$ cat src/rtl/pcm_pkg.sv
// Shared types and command words for the PCM burst reader.
package pcm_pkg;

  typedef enum logic [2:0] {
    IDLE,
    CMD_WR,
    CMD_REC,
    RD,
    RD_GAP,
    DONE
  } pcm_state_t;

  localparam logic [15:0] PCM_CMD_READ_ARRAY  = 16'h00FF;
  localparam logic [15:0] PCM_CMD_READ_STATUS = 16'h0070;
  localparam logic [15:0] PCM_CMD_CLR_STATUS  = 16'h0050;

endpackage

$ cat src/rtl/pcm_wait_cnt.sv
// Loadable down-counter; o_zero marks the last cycle of a timed phase.
module pcm_wait_cnt #(
  parameter int CNT_W = 16
) (
  input  logic             clk,
  input  logic             rst,
  input  logic             i_load,
  input  logic [CNT_W-1:0] i_load_val,
  output logic             o_zero
);

  logic [CNT_W-1:0] r_cnt;

  always_ff @(posedge clk) begin
    if (rst) begin
      r_cnt <= '0;
    end else if (i_load) begin
      r_cnt <= i_load_val;
    end else if (r_cnt != '0) begin
      r_cnt <= r_cnt - 1'b1;
    end
  end

  assign o_zero = (r_cnt == '0);

endmodule

$ cat src/rtl/pcm_burst_reader.sv
// Command write followed by a burst of word reads on the parallel PCM bus.
// Define PCM_PAGE_MODE_EN to read same-page words (addr[ADDR_W-1:2] unchanged) without a gap.
//
// state   | meaning
// IDLE    | bus inactive, waiting for start
// CMD_WR  | cs_n/we_n low, cmd driven on dq for WR_WAIT cycles
// CMD_REC | we_n released, dq still driven for one hold cycle
// RD      | cs_n/oe_n low; word captured on the last wait cycle
// RD_GAP  | cs_n/oe_n high between reads, address advanced
// DONE    | one-cycle done pulse
module pcm_burst_reader #(
  parameter int ADDR_W    = 24,
  parameter int DATA_W    = 16,
  parameter int LEN_W     = 8,
  parameter int WR_WAIT   = 6,
  parameter int RD_WAIT   = 10,
  parameter int GAP_CYC   = 1,
  parameter int PAGE_WAIT = 3
) (
  input  logic              clk,
  input  logic              rst,
  input  logic              start,
  input  logic [DATA_W-1:0] cmd,
  input  logic [ADDR_W-1:0] cmd_addr,
  input  logic [ADDR_W-1:0] base_addr,
  input  logic [LEN_W-1:0]  len,
  output logic              busy,
  output logic              done,
  output logic [DATA_W-1:0] rd_data,
  output logic              rd_valid,
  output logic              mem_cs_n,
  output logic              mem_oe_n,
  output logic              mem_we_n,
  output logic              mem_rst_n,
  output logic [ADDR_W-1:0] mem_addr,
  output logic [DATA_W-1:0] mem_dq_o,
  output logic              mem_dq_oe,
  input  logic [DATA_W-1:0] mem_dq_i
);
  import pcm_pkg::*;

  localparam int CNT_W = 16;

  pcm_state_t        r_state;
  logic [ADDR_W-1:0] r_base;
  logic [LEN_W-1:0]  r_len;
  logic [LEN_W-1:0]  r_remaining;

  logic              w_cnt_load;
  logic [CNT_W-1:0]  w_cnt_val;
  logic              w_cnt_zero;
  logic [ADDR_W-1:0] w_next_addr;
  logic              w_page_hit;
  logic              w_last_rd;

  assign mem_rst_n   = 1'b1;
  assign w_next_addr = mem_addr + 1'b1;
  assign w_last_rd   = (r_remaining == LEN_W'(1));

`ifdef PCM_PAGE_MODE_EN
  assign w_page_hit = (w_next_addr[ADDR_W-1:2] == mem_addr[ADDR_W-1:2]);
`else
  assign w_page_hit = 1'b0;
`endif

  // Each timed phase loads N-1 on entry so it lasts exactly N cycles.
  always_comb begin
    w_cnt_load = 1'b0;
    w_cnt_val  = '0;
    case (r_state)
      IDLE: begin
        if (start) begin
          w_cnt_load = 1'b1;
          w_cnt_val  = CNT_W'(WR_WAIT - 1);
        end
      end
      CMD_REC: begin
        if (r_len != '0) begin
          w_cnt_load = 1'b1;
          w_cnt_val  = CNT_W'(RD_WAIT - 1);
        end
      end
      RD: begin
        if (w_cnt_zero && !w_last_rd) begin
          w_cnt_load = 1'b1;
          w_cnt_val  = w_page_hit ? CNT_W'(PAGE_WAIT - 1) : CNT_W'(GAP_CYC - 1);
        end
      end
      RD_GAP: begin
        if (w_cnt_zero) begin
          w_cnt_load = 1'b1;
          w_cnt_val  = CNT_W'(RD_WAIT - 1);
        end
      end
      default: begin
      end
    endcase
  end

  pcm_wait_cnt #(
    .CNT_W(CNT_W)
  ) u_wait_cnt (
    .clk       (clk),
    .rst       (rst),
    .i_load    (w_cnt_load),
    .i_load_val(w_cnt_val),
    .o_zero    (w_cnt_zero)
  );

  always_ff @(posedge clk) begin
    if (rst) begin
      r_state     <= IDLE;
      r_base      <= '0;
      r_len       <= '0;
      r_remaining <= '0;
      busy        <= 1'b0;
      done        <= 1'b0;
      rd_valid    <= 1'b0;
      rd_data     <= '0;
      mem_cs_n    <= 1'b1;
      mem_oe_n    <= 1'b1;
      mem_we_n    <= 1'b1;
      mem_addr    <= '0;
      mem_dq_o    <= '0;
      mem_dq_oe   <= 1'b0;
    end else begin
      done     <= 1'b0;
      rd_valid <= 1'b0;
      case (r_state)
        IDLE: begin
          if (start) begin
            r_base    <= base_addr;
            r_len     <= len;
            busy      <= 1'b1;
            mem_cs_n  <= 1'b0;
            mem_we_n  <= 1'b0;
            mem_dq_oe <= 1'b1;
            mem_addr  <= cmd_addr;
            mem_dq_o  <= cmd;
            r_state   <= CMD_WR;
          end
        end
        CMD_WR: begin
          if (w_cnt_zero) begin
            mem_cs_n <= 1'b1;
            mem_we_n <= 1'b1;
            r_state  <= CMD_REC;
          end
        end
        CMD_REC: begin
          mem_dq_oe <= 1'b0;
          if (r_len == '0) begin
            done    <= 1'b1;
            busy    <= 1'b0;
            r_state <= DONE;
          end else begin
            mem_addr    <= r_base;
            r_remaining <= r_len;
            mem_cs_n    <= 1'b0;
            mem_oe_n    <= 1'b0;
            r_state     <= RD;
          end
        end
        RD: begin
          if (w_cnt_zero) begin
            rd_data     <= mem_dq_i;
            rd_valid    <= 1'b1;
            r_remaining <= r_remaining - 1'b1;
            if (w_last_rd) begin
              mem_cs_n <= 1'b1;
              mem_oe_n <= 1'b1;
              done     <= 1'b1;
              busy     <= 1'b0;
              r_state  <= DONE;
            end else if (w_page_hit) begin
              // same page: keep the device enabled and just move the address
              mem_addr <= w_next_addr;
            end else begin
              mem_cs_n <= 1'b1;
              mem_oe_n <= 1'b1;
              mem_addr <= w_next_addr;
              r_state  <= RD_GAP;
            end
          end
        end
        RD_GAP: begin
          if (w_cnt_zero) begin
            mem_cs_n <= 1'b0;
            mem_oe_n <= 1'b0;
            r_state  <= RD;
          end
        end
        DONE: begin
          r_state <= IDLE;
        end
        default: begin
          r_state <= IDLE;
        end
      endcase
    end
  end

endmodule

$ cat config.mk
export PLATFORM = sky130hd
export DESIGN_NAME = pcm_burst_reader
export DESIGN_NICKNAME = d
export VERILOG_FILES = /design/src/rtl/pcm_pkg.sv /design/src/rtl/pcm_wait_cnt.sv /design/src/rtl/pcm_burst_reader.sv
export SDC_FILE = /design/constraint.sdc
export NUM_CORES = 1
export LEC_CHECK = 0
export CAP_MARGIN = 20
export CORE_ASPECT_RATIO = 0.75
export CORE_MARGIN = 2
export CORE_UTILIZATION = 35
export CTS_BUF_LIST = sky130_fd_sc_hd__clkbuf_8
export CTS_CLUSTER_DIAMETER = 150
export DETAILED_ROUTE_END_ITERATION = 10
export GPL_TIMING_DRIVEN = 0
export REMOVE_ABC_BUFFERS = 1
export SLEW_MARGIN = 20
export SYNTH_ARGS = -nofsm -noshare
export SYNTH_HDL_FRONTEND = slang
export SYNTH_SLANG_ARGS = --single-unit
$ cat constraint.sdc
create_clock -name clk -period 3.5 [get_ports clk]
set_input_delay 0.7 -clock clk [delete_from_list [all_inputs] [get_ports clk]]
set_output_delay 0.7 -clock clk [all_outputs]
set_load 0.01 [all_outputs]
==> results.ini <==
[status]
outcome = finished, final reports clean

[cells_and_area]
nFillCells = 1536
fin_nets = 963
antenna_cells = 0
instances_no_fill = 1089
final_util_pct = 49.0
layout-drive-gt1-share_pct = 6.83
stdcell_area_sq_um = 7900
syn_to_final_growth_pct = 36.1

[setup_path]
reg2reg_depth = 5
worstPathArrival_ns = 3.56
critical_path_class = reg2reg
r2r-end = rd_data[8]
rrSetupSlack_ns = 0.24
crit_end = rd_data[8]
crit_fanout = 26
critPathLaunch = r_state[0]
reg2reg_from = r_state[0]
worstSetupEndpointType = flop
required_ns = 3.80
critPathLaunchType = flop

[yosys]
synth_top_cell_area_share_pct = 42.1
yosysWarnings = 0
syn_area_sq_um = 5800
ys_types = 67
async_reset_ff_share_pct = 0
synthCells = 745
synth_top_area_cell = dfxtp_1
synthFlopType = dfxtp_1
synth_most_common_cell = nand2_1
ys_seq_area_share_pct = 42.1
synth-seq-cells = 122
ys_top_cells_by_count = nand2_1 (164), dfxtp_1 (122), a21oi_1 (106), clkbuf_1 (53), nor2_1 (45)
synth_area_leaders = dfxtp_1 (42%), nand2_1 (11%), a21oi_1 (9.1%)
synth.avg_cell_area_sq_um = 7.79
synth-edff-count = 0

[global_route]
grt-ovfl-total = 0
grt_start_max_net_pins = 57
grt_pass1_wl_microns = 30100
met3_usage_pct = 5.61
grt_use_total_pct = 20.9
gr-usage-met2_pct = 33.1
grt_pass1_vias = 6031
use_met1_pct = 27.3
antenna_found_initial = 1
grt-busiest-layer = met2

[sta]
tns_ns = 0
clock_skew_ns = 0.0160
hold_viol = 0
post-route-period-util_pct = 93.0
worst_pin_slew_ns = 1.02
period_minus_slack_ns = 3.26
fmax_mhz = 307
worst_hold_slack_ns = 0.455
rsz0062_at_grt = false
relSlewSlack_pct = 31.8
slew_viol_final = 0
final.setup.worst_slack_ns = 0.245
setup_viol = 0

[clock_tree]
path_clk_slew_ns = 0.07
numClockSinks = 122
cts.htree.levels = 4
cts_buffers = 17
cts.repair.resized = 0
cts_root_buffer = clkbuf_8
clk_latency_ns = 0.45
hold_buffers = 0
cts_setup_buffers = 0
cts_buffer_depth = 2
cts_tree = done

[floorplanning]
initial_core_util_pct = 36.0
ios = 155
die_area_sq_um = 17600
die_w_microns = 153
core_area_sq_um = 16100
num_rows = 40
fp.dieH_microns = 116

[power_and_ir_drop]
vdd_drop_max_mv = 0.343
power-per-cell-area_nw_per_um2 = 726
leakagePower_nw = 2.73
total_power_mw = 5.73

[routing]
drt_iter0_drc = 464
wire_per_inst_microns = 16.9
wl_microns = 18400
drt-vias-per-instance = 5.49
vias = 5982
drc = 0
ant_nets = 0
firstDrtPassIters = 5

[place]
gp_congestion = 0.811
dp_slack_ns = 0.277
place_inst = 1058
io_buffers = 153
dp_hpwl_microns = 12700
place_area_sq_um = 7520

[job]
cap_violations = 0

[min_path]
hold_class = reg2reg

## placed cells by master (no fill, tap or decap), drive strengths merged, types with 4 or more instances in the layout
master and n:
nand2 165, nand4 21, or4 5, buf 11
clkdlybuf4s50 152, xor2 13, o31ai 12, nor4 13
o311ai 8, clkbuf 22, clkinv 4, a211o 5
ha 5, nand3 16, dfxtp 122, o21ai 21
a31oi 9, a211oi 15, a22oi 12, inv 13
a21oi 106, o32ai 4, nor2 46, nor3 14
## flip-flops by register name (all words and copies together), names as in the netlist, 3 cells and up
name              count
r_remaining           8
u_wait_cnt.r_cnt     16
mem_addr             24
rd_data              16
r_base               24
r_len                 8
r_state               3
mem_dq_o             16
## how the worst min path moves through the flow
stage	from	end	depth (start not counted)
after floorplan	r_base[9]	r_base[9]	2
after global placement	rd_data[9]	rd_data[9]	2
after detailed placement	rd_data[9]	rd_data[9]	2
after CTS	mem_dq_o[5]	mem_dq_o[5]	2
after global routing	mem_dq_o[6]	mem_dq_o[6]	2
final	mem_dq_o[5]	mem_dq_o[5]	2
## cells by family after synthesis
logic type,Yosys count,synth area share (%)
and+or+nand+nor,302,23.8
AOI/OAI and AO/OA,227,25.4
DFF,122,42.1
buffers and inverters,71,4.96
xor gates and xnor gates,15,2.26
adders and majority gates,5,1.08
muxes,2,0.345
other,1,0.0646
## power breakdown
group / internal, mW / total (mW) / switching (mW)
clock: 0.641 / 1.21 / 0.572
sequential: 1.69 / 2.04 / 0.357
combinational: 1.05 / 2.47 / 1.42
total: 3.38 / 5.73 / 2.35
## layer usage
| layer | wire, microns | up-vias |
|---|---|---|
| met2 | 8260 | 195 |
| li1 | - | 2920 |
| met3 | 1240 | 29 |
| met5 | 11 | - |
| met1 | 8540 | 2836 |
| met4 | 400 | 2 |
## worst max-delay path, cell delays in order (launching register included)
cell     delay, ns
dfxtp_1       1.00
inv_1         0.46
nor2_2        0.81
nand2_1       0.56
nand2_1       0.21
a21oi_1       0.08
## cell type report
type | instances | area, sq um | area share (%)
inverter | 11 | 41.3 | 0.523
clock inverter | 9 | 72.6 | 0.919
sequential | 122 | 2440 | 30.9
timing repair buffer | 163 | 1670 | 21.2
multi-input combinational | 552 | 3100 | 39.3
clock buffer | 22 | 303 | 3.83
tap | 210 | 263 | 3.33
Power figures use the tool's default switching activity.
